`src/rtl/mc_ctrl_pkg.sv`:
```
// Shared encodings for the multi-cycle MIPS control unit: states, opcodes,
// datapath mux selects and fault codes.
package mc_ctrl_pkg;

    typedef enum logic [3:0] {
        ST_FETCH     = 4'd0,
        ST_DECODE    = 4'd1,
        ST_MEM_ADDR  = 4'd2,
        ST_MEM_READ  = 4'd3,
        ST_MEM_WB    = 4'd4,
        ST_MEM_WRITE = 4'd5,
        ST_EXEC      = 4'd6,
        ST_R_WB      = 4'd7,
        ST_ADDI_WB   = 4'd8,
        ST_BRANCH    = 4'd9,
        ST_JUMP      = 4'd10,
        ST_FAULT     = 4'd11
    } state_t;

    localparam logic [5:0] OP_RTYPE = 6'b000000;
    localparam logic [5:0] OP_J     = 6'b000010;
    localparam logic [5:0] OP_BEQ   = 6'b000100;
    localparam logic [5:0] OP_ADDI  = 6'b001000;
    localparam logic [5:0] OP_LW    = 6'b100011;
    localparam logic [5:0] OP_SW    = 6'b101011;

    localparam logic [1:0] ALU_ADD   = 2'b00;
    localparam logic [1:0] ALU_SUB   = 2'b01;
    localparam logic [1:0] ALU_FUNCT = 2'b10;

    localparam logic [1:0] SRCB_RT     = 2'b00;
    localparam logic [1:0] SRCB_FOUR   = 2'b01;
    localparam logic [1:0] SRCB_IMM    = 2'b10;
    localparam logic [1:0] SRCB_IMM_SH = 2'b11;

    localparam logic [1:0] PCSRC_ALU    = 2'b00;
    localparam logic [1:0] PCSRC_ALUOUT = 2'b01;
    localparam logic [1:0] PCSRC_JUMP   = 2'b10;

    localparam logic [1:0] FC_NONE    = 2'b00;
    localparam logic [1:0] FC_ILLEGAL = 2'b01;
    localparam logic [1:0] FC_TIMEOUT = 2'b10;

endpackage

```
`src/rtl/mc_mem_wait.sv`:
```
// Memory wait watchdog. Counts cycles spent waiting on mem_ready; expired
// fires on the wait cycle that brings the count to TIMEOUT, so the FSM leaves
// for FAULT after exactly TIMEOUT wait cycles. A ready cycle never expires.
module mc_mem_wait #(
    parameter int TIMEOUT = 16
) (
    input  logic clk,
    input  logic reset,
    input  logic clear,
    input  logic waiting,
    output logic expired
);

    generate
        if (TIMEOUT == 0) begin : g_off
            logic unused_in;
            assign unused_in = clk ^ reset ^ clear ^ waiting;
            assign expired   = 1'b0;
        end else begin : g_on
            localparam int CW = $clog2(TIMEOUT + 1);
            localparam logic [CW-1:0] LAST = CW'(TIMEOUT - 1);
            logic [CW-1:0] count;

            // Wait-cycle counter, restarted whenever the FSM changes state.
            always_ff @(posedge clk) begin
                if (!reset) begin
                    count <= '0;
                end else if (clear) begin
                    count <= '0;
                end else if (waiting) begin
                    count <= count + CW'(1);
                end
            end

            assign expired = waiting && (count == LAST);
        end
    endgenerate

endmodule

```
`src/rtl/multicycle_control.sv`:
```
// Multi-cycle MIPS main control: sequences fetch/decode/execute/memory/
// writeback, drives per-state datapath strobes, and parks in a sticky FAULT
// state on illegal opcodes or a memory timeout. All outputs are forced low
// while reset is asserted.
module multicycle_control
    import mc_ctrl_pkg::*;
#(
    parameter bit ENABLE_J    = 1'b1,
    parameter bit ENABLE_ADDI = 1'b1,
    parameter int TIMEOUT     = 16
) (
    input  logic       clk,
    input  logic       reset,
    input  logic [5:0] opcode,
    input  logic       mem_ready,
    output logic       mem_req,
    output logic       mem_we,
    output logic       iord,
    output logic       ir_write,
    output logic       pc_write,
    output logic       pc_write_cond,
    output logic       regwrite,
    output logic       regdst,
    output logic       memtoreg,
    output logic       alusrc_a,
    output logic [1:0] alusrc_b,
    output logic [1:0] aluop,
    output logic [1:0] pcsrc,
    output logic [3:0] state,
    output logic       fault,
    output logic [1:0] fault_code
);

    state_t     state_q, state_d;
    logic       fault_q;
    logic [1:0] fault_code_q, fault_code_d;
    logic       expired;

    logic       mem_req_c, mem_we_c, iord_c, ir_write_c, pc_write_c;
    logic       pc_write_cond_c, regwrite_c, regdst_c, memtoreg_c, alusrc_a_c;
    logic [1:0] alusrc_b_c, aluop_c, pcsrc_c;

    logic is_lw, is_sw, is_r, is_beq, is_j, is_addi;
    assign is_lw   = (opcode == OP_LW);
    assign is_sw   = (opcode == OP_SW);
    assign is_r    = (opcode == OP_RTYPE);
    assign is_beq  = (opcode == OP_BEQ);
    assign is_j    = (opcode == OP_J) && ENABLE_J;
    assign is_addi = (opcode == OP_ADDI) && ENABLE_ADDI;

    mc_mem_wait #(.TIMEOUT(TIMEOUT)) u_mem_wait (
        .clk     (clk),
        .reset   (reset),
        .clear   (state_d != state_q),
        .waiting (mem_req_c && !mem_ready),
        .expired (expired)
    );

    // State and sticky fault registers.
    always_ff @(posedge clk) begin
        if (!reset) begin
            state_q      <= ST_FETCH;
            fault_q      <= 1'b0;
            fault_code_q <= FC_NONE;
        end else begin
            state_q      <= state_d;
            fault_q      <= fault_q || (state_d == ST_FAULT);
            fault_code_q <= fault_code_d;
        end
    end

    // Next-state selection and fault cause capture.
    always_comb begin
        state_d      = state_q;
        fault_code_d = fault_code_q;
        case (state_q)
            ST_FETCH, ST_MEM_READ, ST_MEM_WRITE: begin
                if (mem_ready) begin
                    state_d = (state_q == ST_FETCH)    ? ST_DECODE :
                              (state_q == ST_MEM_READ) ? ST_MEM_WB : ST_FETCH;
                end else if (expired) begin
                    state_d      = ST_FAULT;
                    fault_code_d = FC_TIMEOUT;
                end
            end
            ST_DECODE: begin
                if (is_lw || is_sw || is_addi) state_d = ST_MEM_ADDR;
                else if (is_r)                 state_d = ST_EXEC;
                else if (is_beq)               state_d = ST_BRANCH;
                else if (is_j)                 state_d = ST_JUMP;
                else begin
                    state_d      = ST_FAULT;
                    fault_code_d = FC_ILLEGAL;
                end
            end
            ST_MEM_ADDR: begin
                if (is_lw)        state_d = ST_MEM_READ;
                else if (is_sw)   state_d = ST_MEM_WRITE;
                else if (is_addi) state_d = ST_ADDI_WB;
                else begin
                    state_d      = ST_FAULT;
                    fault_code_d = FC_ILLEGAL;
                end
            end
            ST_EXEC:                                  state_d = ST_R_WB;
            ST_MEM_WB, ST_R_WB, ST_ADDI_WB,
            ST_BRANCH, ST_JUMP:                       state_d = ST_FETCH;
            ST_FAULT:                                 state_d = ST_FAULT;
            default:                                  state_d = ST_FAULT;
        endcase
    end

    // Per-state datapath strobes; only FETCH looks at mem_ready.
    always_comb begin
        mem_req_c       = 1'b0;
        mem_we_c        = 1'b0;
        iord_c          = 1'b0;
        ir_write_c      = 1'b0;
        pc_write_c      = 1'b0;
        pc_write_cond_c = 1'b0;
        regwrite_c      = 1'b0;
        regdst_c        = 1'b0;
        memtoreg_c      = 1'b0;
        alusrc_a_c      = 1'b0;
        alusrc_b_c      = SRCB_RT;
        aluop_c         = ALU_ADD;
        pcsrc_c         = PCSRC_ALU;
        case (state_q)
            ST_FETCH: begin
                mem_req_c  = 1'b1;
                alusrc_b_c = SRCB_FOUR;
                ir_write_c = mem_ready;
                pc_write_c = mem_ready;
            end
            ST_DECODE:   alusrc_b_c = SRCB_IMM_SH;
            ST_MEM_ADDR: begin
                alusrc_a_c = 1'b1;
                alusrc_b_c = SRCB_IMM;
            end
            ST_MEM_READ: begin
                mem_req_c = 1'b1;
                iord_c    = 1'b1;
            end
            ST_MEM_WB: begin
                regwrite_c = 1'b1;
                memtoreg_c = 1'b1;
            end
            ST_MEM_WRITE: begin
                mem_req_c = 1'b1;
                mem_we_c  = 1'b1;
                iord_c    = 1'b1;
            end
            ST_EXEC: begin
                alusrc_a_c = 1'b1;
                aluop_c    = ALU_FUNCT;
            end
            ST_R_WB: begin
                regwrite_c = 1'b1;
                regdst_c   = 1'b1;
            end
            ST_ADDI_WB:  regwrite_c = 1'b1;
            ST_BRANCH: begin
                alusrc_a_c      = 1'b1;
                aluop_c         = ALU_SUB;
                pc_write_cond_c = 1'b1;
                pcsrc_c         = PCSRC_ALUOUT;
            end
            ST_JUMP: begin
                pc_write_c = 1'b1;
                pcsrc_c    = PCSRC_JUMP;
            end
            default: ;
        endcase
    end

    assign mem_req       = reset && mem_req_c;
    assign mem_we        = reset && mem_we_c;
    assign iord          = reset && iord_c;
    assign ir_write      = reset && ir_write_c;
    assign pc_write      = reset && pc_write_c;
    assign pc_write_cond = reset && pc_write_cond_c;
    assign regwrite      = reset && regwrite_c;
    assign regdst        = reset && regdst_c;
    assign memtoreg      = reset && memtoreg_c;
    assign alusrc_a      = reset && alusrc_a_c;
    assign alusrc_b      = reset ? alusrc_b_c : 2'b00;
    assign aluop         = reset ? aluop_c : 2'b00;
    assign pcsrc         = reset ? pcsrc_c : 2'b00;
    assign state         = reset ? state_q : ST_FETCH;
    assign fault         = reset && fault_q;
    assign fault_code    = reset ? fault_code_q : FC_NONE;

endmodule

```
`config.mk`:
```
export PLATFORM = sky130hd
export DESIGN_NAME = multicycle_control
export DESIGN_NICKNAME = d
export VERILOG_FILES = /design/src/rtl/mc_ctrl_pkg.sv /design/src/rtl/mc_mem_wait.sv /design/src/rtl/multicycle_control.sv
export SDC_FILE = /design/constraint.sdc
export NUM_CORES = 1
export LEC_CHECK = 0
export BUFFER_PORTS_ARGS = -buffer_cell sky130_fd_sc_hd__buf_4
export CAP_MARGIN = 20
export CELL_PAD_IN_SITES_DETAIL_PLACEMENT = 0
export CELL_PAD_IN_SITES_GLOBAL_PLACEMENT = 1
export CORE_MARGIN = 2
export CORE_UTILIZATION = 37
export CTS_BUF_LIST = sky130_fd_sc_hd__clkbuf_8
export CTS_CLUSTER_DIAMETER = 50
export CTS_CLUSTER_SIZE = 30
export DETAILED_ROUTE_END_ITERATION = 10
export GPL_ROUTABILITY_DRIVEN = 0
export PLACE_DENSITY = 0.78
export SKIP_LAST_GASP = 1
export SYNTH_ARGS = -nofsm -noshare
export SYNTH_HDL_FRONTEND = slang
export SYNTH_HIERARCHICAL = 1
export SYNTH_SLANG_ARGS = --single-unit
```
`constraint.sdc`:
```
create_clock -name clk -period 3.1 [get_ports clk]
set_input_delay 0.62 -clock clk [delete_from_list [all_inputs] [get_ports clk]]
set_output_delay 0.62 -clock clk [all_outputs]
set_load 0.02 [all_outputs]
```
==> out/metrics.csv, run 1 <==
stage,metric,value,unit
timing,setup_tns,0,ps
floorplan,initial_utilization,39.7,%
clocking,cts_hold_buffers,0,
timing,timing.final.crit_period,2710,ps
floorplan,io_pins,32,
cells_and_area,diodes,0,
synthesis,async_flop_share,0,%
global_route,grt_pass1_vias,1050,
status,violations,DRC,
placement,portBuffers,31,
drt,final_antenna_net_count,0,
drt,wl,2980,um
floorplan,chipHeight,58.9,um
setup_path,critPathKind,reg -> reg,
synthesis,yosysTopAreaCellShare,21.6,%
floorplan,coreArea,0.00281,mm2
drt,vias,1218,
drt,dr.pass1.iters,7,
synthesis,synthCells,163,
synthesis,syn_area_per_cell,6.83,um2
setup_path,critical_path_arrival,2880,ps
clocking,cts_buffer_depth,2,
timing,setup_viol_count_final,0,
setup_path,startpoint,state_q[1]$_SDFF_PN0_,
cells_and_area,multi_input_area,802,um2
run,maxCapViolations,0,
cells_and_area,drive_gt1_share,24.9,%
timing,slew_viol_final,0,
setup_path,r2r_start,state_q[1]$_SDFF_PN0_,
synthesis,yosys_warnings,6,
setup_path,start_kind,flop,
setup_path,endpoint_kind,flop,
timing,hold_violations,0,
global_route,grt_max_degree,22,
timing,clock.fmax,369,MHz
synthesis,yosys.area_share.simple,43.5,%
drt,avgRoutedWirePerCell,13.5,um
cells_and_area,syn_to_final_growth,26.9,%
timing,rsz0062_at_grt,false,
synthesis,ys_seq_area_share,21.6,%
timing,hold_slack,476,ps
clocking,tritoncts,done,
drt,drc,3,
drt,drt-initial-drc-count,68,
synthesis,synth_mux_area_share,3.82,%
setup_path,setup.worst_path.end,u_mem_wait/g_on.count[3]$_SDFFE_PP0P_,
synthesis,synth.cell_area,0.00111,mm2
synthesis,yosys.area.top_type,dfxtp_1,
hold_path,hold_path_class,reg -> reg,
synthesis,synth_xor_area_share,2.36,%
cells_and_area,regArea,241,um2
timing,finClkSkew,4.14,ps
global_route,grt_pass1_wl,4860,um
synthesis,synth.area.top_cells,"dfxtp_1 22%, nor2_1 7.1%, and2_1 5.1%",
cells_and_area,fin_nets,202,
floorplan,die_width,58.9,um
clocking,clk_latency,240,ps
clocking,clkSinkCount,12,
setup_path,critPathMaxFanout,8,
placement,dpl.hpwl,2280,um
power,power.density,753,mW/mm2
status,outcome,"finished, violations left",
timing,post-route-period-util,87.5,%
global_route,grt_usage,17.8,%
setup_path,worst_r2r_path_depth,13,
synthesis,synthAdderAreaFrac,2.25,%
synthesis,synth.distinct_cells,47,
timing,tightest_slew,408,ps
clocking,htreeDepth,1,
clocking,postCtsSetupBuffers,0,
synthesis,ys_seq_elements,12,
floorplan,rows,19,
timing,slew_headroom,72.5,%
floorplan,die_area,0.00346,mm2
synthesis,synth_edf_count,0,
setup_path,required,3270,ps
clocking,root_buffer,clkbuf_8,
global_route,grt_overflow,0,
global_route,grt_antenna_before_repair,0,
setup_path,r2r_setup_slack,390,ps
setup_path,reg2reg_to,u_mem_wait/g_on.count[3]$_SDFFE_PP0P_,
drt,via_per_inst,5.54,
clocking,postCtsResizedCells,0,
clocking,clk_pin_slew,50,ps
synthesis,ys.flop_type,dfxtp_1,
synthesis,synth_compound_area_share,20.1,%
clocking,cts_made_buffers,3,
synthesis,mappedNetlistNets,174,
synthesis,synth_top_family_by_area,simple AND/OR/NAND/NOR gates,
power,max-vdd-ir-drop,0.000352,V
power,power.leakage,0.628,nW
cells_and_area,fillers,307,
==> layout make-up <==
class | instances | area share, %
clock buffers | 3 | 2.92
inverters | 3 | 0.797
multi-input cells | 134 | 56.8
flip-flops and latches | 12 | 17.1
well taps | 31 | 2.75
repair buffers | 37 | 19.7
==> synthesized netlist by cell type, types with 3 or more instances <==
library cell / n
or3_1: 3
nor2b_1: 3
nand3_1: 3
a21oi_1: 5
nor3_1: 11
o21ai_0: 10
dfxtp_1: 12
nand2_1: 14
nor2_1: 21
inv_1: 3
and2_1: 9
buf_2: 3
clkbuf_1: 10
nand2b_1: 6
nand3b_1: 4
==> worst max-delay path, stage by stage, from the launching register on <==
cell	delay [ps]
dfxtp_1	500
buf_4	210
o21bai_1	60
o21ai_0	110
nor3_1	90
and2_1	170
nor2_1	160
o22ai_1	100
o21ai_0	210
nand4_1	230
nor3_1	220
a31oi_1	80
or3b_1	360
mux2i_1	130
==> state kept, by name, indices dropped and copies added (netlist names) <==
signal                 count
state_q                    4
u_mem_wait/g_on.count      5
fault_q                    1
fault_code_q               2
==> power breakdown <==
group / switching (mW) / total [mW] / internal, mW
Clock: 0.0520 / 0.137 / 0.0852
Combinational: 0.412 / 0.703 / 0.292
Sequential: 0.0326 / 0.223 / 0.191
==> kinds of logic (layout without fill, tap and decap cells) <==
| kind of cell | count (synthesis) | count (layout) |
|---|---|---|
| xor gates and xnor gates | 3 | 3 |
| buffers and inverters | 17 | 43 |
| DFF | 12 | 12 |
| muxes | 4 | 4 |
| AOI/OAI and AO/OA | 35 | 35 |
| and+or+nand+nor | 90 | 90 |
| adders and majority gates | 2 | 2 |
==> worst min path at each step <==
stage | start | endpoint | slack [ps] | cells past startpoint
2_1_floorplan | u_mem_wait/g_on.count[4]$_SDFFE_PP0P_ | u_mem_wait/g_on.count[4]$_SDFFE_PP0P_ | 460 | 2
3_3_place_gp | u_mem_wait/g_on.count[4]$_SDFFE_PP0P_ | u_mem_wait/g_on.count[4]$_SDFFE_PP0P_ | 470 | 2
3_5_place_dp | u_mem_wait/g_on.count[4]$_SDFFE_PP0P_ | u_mem_wait/g_on.count[4]$_SDFFE_PP0P_ | 480 | 2
4_1_cts | u_mem_wait/g_on.count[4]$_SDFFE_PP0P_ | u_mem_wait/g_on.count[4]$_SDFFE_PP0P_ | 480 | 2
5_1_grt | u_mem_wait/g_on.count[3]$_SDFFE_PP0P_ | u_mem_wait/g_on.count[3]$_SDFFE_PP0P_ | 530 | 2
6_report | u_mem_wait/g_on.count[4]$_SDFFE_PP0P_ | u_mem_wait/g_on.count[4]$_SDFFE_PP0P_ | 480 | 2
==> stage by stage <==
step / power [mW] / area (um2) / instances / utilization (%) / setup WS (ps)
after floorplan: 0.703 / 1110 / 163 / - / 525
after global placement: 0.912 / 1370 / 217 / 48.8 / 310
after detailed placement: 0.922 / 1370 / 217 / 48.8 / 256
after CTS: 1.06 / 1410 / 220 / 50.3 / 398
after global routing: 1.15 / 1410 / 220 / 50.4 / 101
final: 1.06 / 1410 / 220 / 50.4 / 388
==> layer usage <==
layer	vias up	track usage, %	routed length [um]
met3	0	3.96	167
met1	561	25.3	1410
li1	629	-	-
met4	0	1.95	0
met2	28	28.4	1400
met5	-	0	0
==> placed cells by master, fill, tap and decap left out, types with 4 or more instances in the layout <==
cell / Yosys / final
nand3b_1: 4 / 4
buf_4: 1 / 37
nor2_1: 21 / 21
o21ai_0: 10 / 10
dfxtp_1: 12 / 11
and2_1: 9 / 9
nand2_1: 14 / 14
a21oi_1: 5 / 5
nor3_1: 11 / 11
nand2b_1: 6 / 6
(Power assumes the default switching activity.)
==> run 2, diff against run 1 <==
--- a/config.mk
+++ b/config.mk
@@ -10,15 +10,14 @@
 export CELL_PAD_IN_SITES_DETAIL_PLACEMENT = 0
 export CELL_PAD_IN_SITES_GLOBAL_PLACEMENT = 1
 export CORE_MARGIN = 2
-export CORE_UTILIZATION = 37
+export CORE_UTILIZATION = 35
 export CTS_BUF_LIST = sky130_fd_sc_hd__clkbuf_8
 export CTS_CLUSTER_DIAMETER = 50
 export CTS_CLUSTER_SIZE = 30
 export DETAILED_ROUTE_END_ITERATION = 10
 export GPL_ROUTABILITY_DRIVEN = 0
-export PLACE_DENSITY = 0.78
+export PLACE_DENSITY = 0.74
 export SKIP_LAST_GASP = 1
 export SYNTH_ARGS = -nofsm -noshare
 export SYNTH_HDL_FRONTEND = slang
-export SYNTH_HIERARCHICAL = 1
 export SYNTH_SLANG_ARGS = --single-unit
==> constraint.sdc (replaced) <==
create_clock -name clk -period 2.31 [get_ports clk]
set_input_delay 0.462 -clock clk [delete_from_list [all_inputs] [get_ports clk]]
set_output_delay 0.462 -clock clk [all_outputs]
set_load 0.02 [all_outputs]
==> out/metrics.csv, run 2 <==
stage,metric,value,unit
status,outcome,finished clean,
setup_path,reg2reg_to,fault_q$_SDFF_PN0_,
synthesis,yosys_warnings,0,
floorplan,coreArea,0.00331,mm2
timing,post-route-period-util,97.9,%
placement,dpl.hpwl,2730,um
synthesis,async_flop_share,0,%
drt,avgRoutedWirePerCell,14.3,um
power,p_int,758,uW
clocking,root_buffer,clkbuf_8,
synthesis,yosysTopAreaCellShare,19.9,%
clocking,clk_latency,240,ps
floorplan,rows,21,
cells_and_area,reg_top3,"u_mem_wait.g_on.count: 5 flops, state_q: 4 flops, fault_code_q: 2 flops",
power,p_comb_share,64.7,%
drt,drt-initial-drc-count,67,
cells_and_area,final_cell_mix,"42 x buf_4, 23 x nor2_1, 11 x nand2_1, 11 x dfxtp_1, 9 x and2_1",
clocking,htreeDepth,1,
setup_path,required,1850,ps
global_route,grt_antenna_before_repair,0,
setup_path,endpoint_kind,output pin,
hold_path,hp-start,fault_code_q[1]$_SDFFE_PN0P_,
setup_path,startpoint,state_q[0]$_SDFF_PN0_,
synthesis,ys.flop_type,dfxtp_1,
timing,slew_headroom,64.0,%
floorplan,io_pins,32,
timing,slew_viol_final,0,
run,maxCapViolations,0,
placement,dp_slack,50.4,ps
timing,timing.final.crit_period,2260,ps
synthesis,synth_edf_count,0,
global_route,grt_overflow,0,
clocking,clk_pin_slew,50,ps
cells_and_area,fin_nets,208,
setup_path,critPathKind,reg -> out,
power,seqPwrFrac,22.0,%
global_route,grt_max_degree,21,
setup_path,worst_r2r_path_depth,8,
synthesis,synthCells,161,
timing,hold_violations,0,
drt,wl,3460,um
clocking,postCtsSetupBuffers,0,
synthesis,ys_seq_area_share,19.9,%
setup_path,start_kind,flop,
synthesis,synth_commonest_cells,"23 x nor2_1, 12 x dfxtp_1, 11 x nand2_1",
drt,via_per_inst,5.52,
timing,setup_viol_count_final,0,
clocking,clkSinkCount,12,
global_route,grt_pass1_vias,1227,
synthesis,synth.area.top_cells,"dfxtp_1 20%, nor2_1 7.2%, and2_1 4.7%",
synthesis,yosys.area.top_type,dfxtp_1,
power,power.density,906,mW/mm2
drt,drc,0,
drt,final_antenna_net_count,0,
power,clock_power_share,13.2,%
power,power,1.43,mW
setup_path,critPathMaxFanout,13,
synthesis,synth.cell_area,0.00120,mm2
power,max-vdd-ir-drop,0.000632,V
global_route,grt_pass1_wl,5870,um
timing,finClkSkew,4.72,ps
cells_and_area,largest_reg_flops,5,
setup_path,setup.worst_path.end,pc_write,
synthesis,synth.distinct_cells,53,
timing,clock.fmax,442,MHz
timing,rsz0062_at_grt,true,
cells_and_area,largest_register,u_mem_wait.g_on.count,
power,p_sw_share,47.0,%
power,power.leakage,0.653,nW
floorplan,die_width,62.7,um
floorplan,die_area,0.00393,mm2
placement,portBuffers,31,
timing,tightest_slew,540,ps
timing,hold_slack,457,ps
clocking,tritoncts,done,
clocking,cts_buffer_depth,2,
cells_and_area,final_common_cell,buf_4,
floorplan,initial_utilization,36.4,%
synthesis,synth.most_common_cell,nor2_1,
hold_path,hold_path_class,reg -> reg,
clocking,cts_made_buffers,3,
global_route,grt_usage,18.0,%
timing,setup_ws,48.1,ps
clocking,cts_hold_buffers,0,
drt,vias,1330,
synthesis,ys_seq_elements,12,
floorplan,chipHeight,62.7,um
cells_and_area,diodes,0,
setup_path,r2r_start,u_mem_wait.g_on.count[0]$_SDFFE_PP0P_,
cells_and_area,drive_gt1_share,32.8,%
cells_and_area,syn_to_final_growth,31.0,%
power,power.switching,673,uW
drt,dr.pass1.iters,4,
setup_path,critical_path_arrival,1800,ps
synthesis,mappedNetlistNets,172,
setup_path,r2r_setup_slack,140,ps
synthesis,syn_area_per_cell,7.48,um2
-- run 2: kinds of logic after synthesis --
kind of cell,synth area share [%]
adders and majority gates,2.08
muxes,2.60
DFF,19.9
xor gates and xnor gates,3.63
and+or+nand+nor,38.3
AOI/OAI and AO/OA,26.5
buffers and inverters,6.96
-- run 2: final cells by class --
| type | instances | area (um2) |
|---|---|---|
| fillers | 348 | 1730 |
| multi-input cells | 132 | 901 |
| repair buffers | 42 | 315 |
| flip-flops and latches | 12 | 241 |
| well taps | 46 | 57.6 |
| clock buffers | 3 | 41.3 |
| inverters | 6 | 22.5 |
-- run 2: power by group through the flow --
stage	Combinational, mW	Sequential (mW)	Clock, mW
floorplan	0.668	0.274	0
global placement	0.908	0.317	0
detailed placement	0.910	0.319	0
CTS	0.914	0.316	0.190
global route	1.01	0.320	0.200
finish	0.926	0.315	0.190
-- run 2: metrics by stage --
| step | setup TNS [ps] | std cells | instance area (um2) | util, % |
|---|---|---|---|---|
| 2_1_floorplan | 0 | 161 | 1220 | - |
| 3_3_place_gp | 0 | 238 | 1530 | 46.1 |
| 3_5_place_dp | 0 | 238 | 1530 | 46.1 |
| 4_1_cts | 0 | 241 | 1570 | 47.4 |
| 5_1_grt | -39.5 | 241 | 1580 | 47.7 |
| 6_report | 0 | 241 | 1580 | 47.7 |
-- run 2: worst min-delay path by stage --
stage / end / slack [ps] / cells past startpoint
final: fault_code_q[1]$_SDFFE_PN0P_ / 460 / 2
after detailed placement: fault_code_q[1]$_SDFFE_PN0P_ / 450 / 2
after global routing: fault_code_q[1]$_SDFFE_PN0P_ / 480 / 2
after global placement: fault_code_q[1]$_SDFFE_PN0P_ / 450 / 2
after floorplan: fault_code_q[1]$_SDFFE_PN0P_ / 440 / 2
after CTS: fault_code_q[1]$_SDFFE_PN0P_ / 460 / 2
-- run 2: repair_timing --
item / 4_1_cts / 5_1_grt
resized for setup: 0 / 3
endpoints found under the hold margin: 0 / 0
endpoints found under the setup margin: 0 / 8
-- run 2: per-layer routing --
| layer | track usage [%] | routed length [um] | vias up |
|---|---|---|---|
| met5 | 0 | 0 | - |
| met2 | 30.6 | 1690 | 41 |
| met3 | 2.88 | 147 | 0 |
| met4 | 1.67 | 0 | 0 |
| li1 | - | - | 659 |
| met1 | 24.9 | 1620 | 630 |
-- run 2: critical path: stages (launching register included) --
cell and delay (ps):
dfxtp_1 480, buf_4 250, nand2b_1 280, nor3b_2 100
or2_2 290, buf_4 160
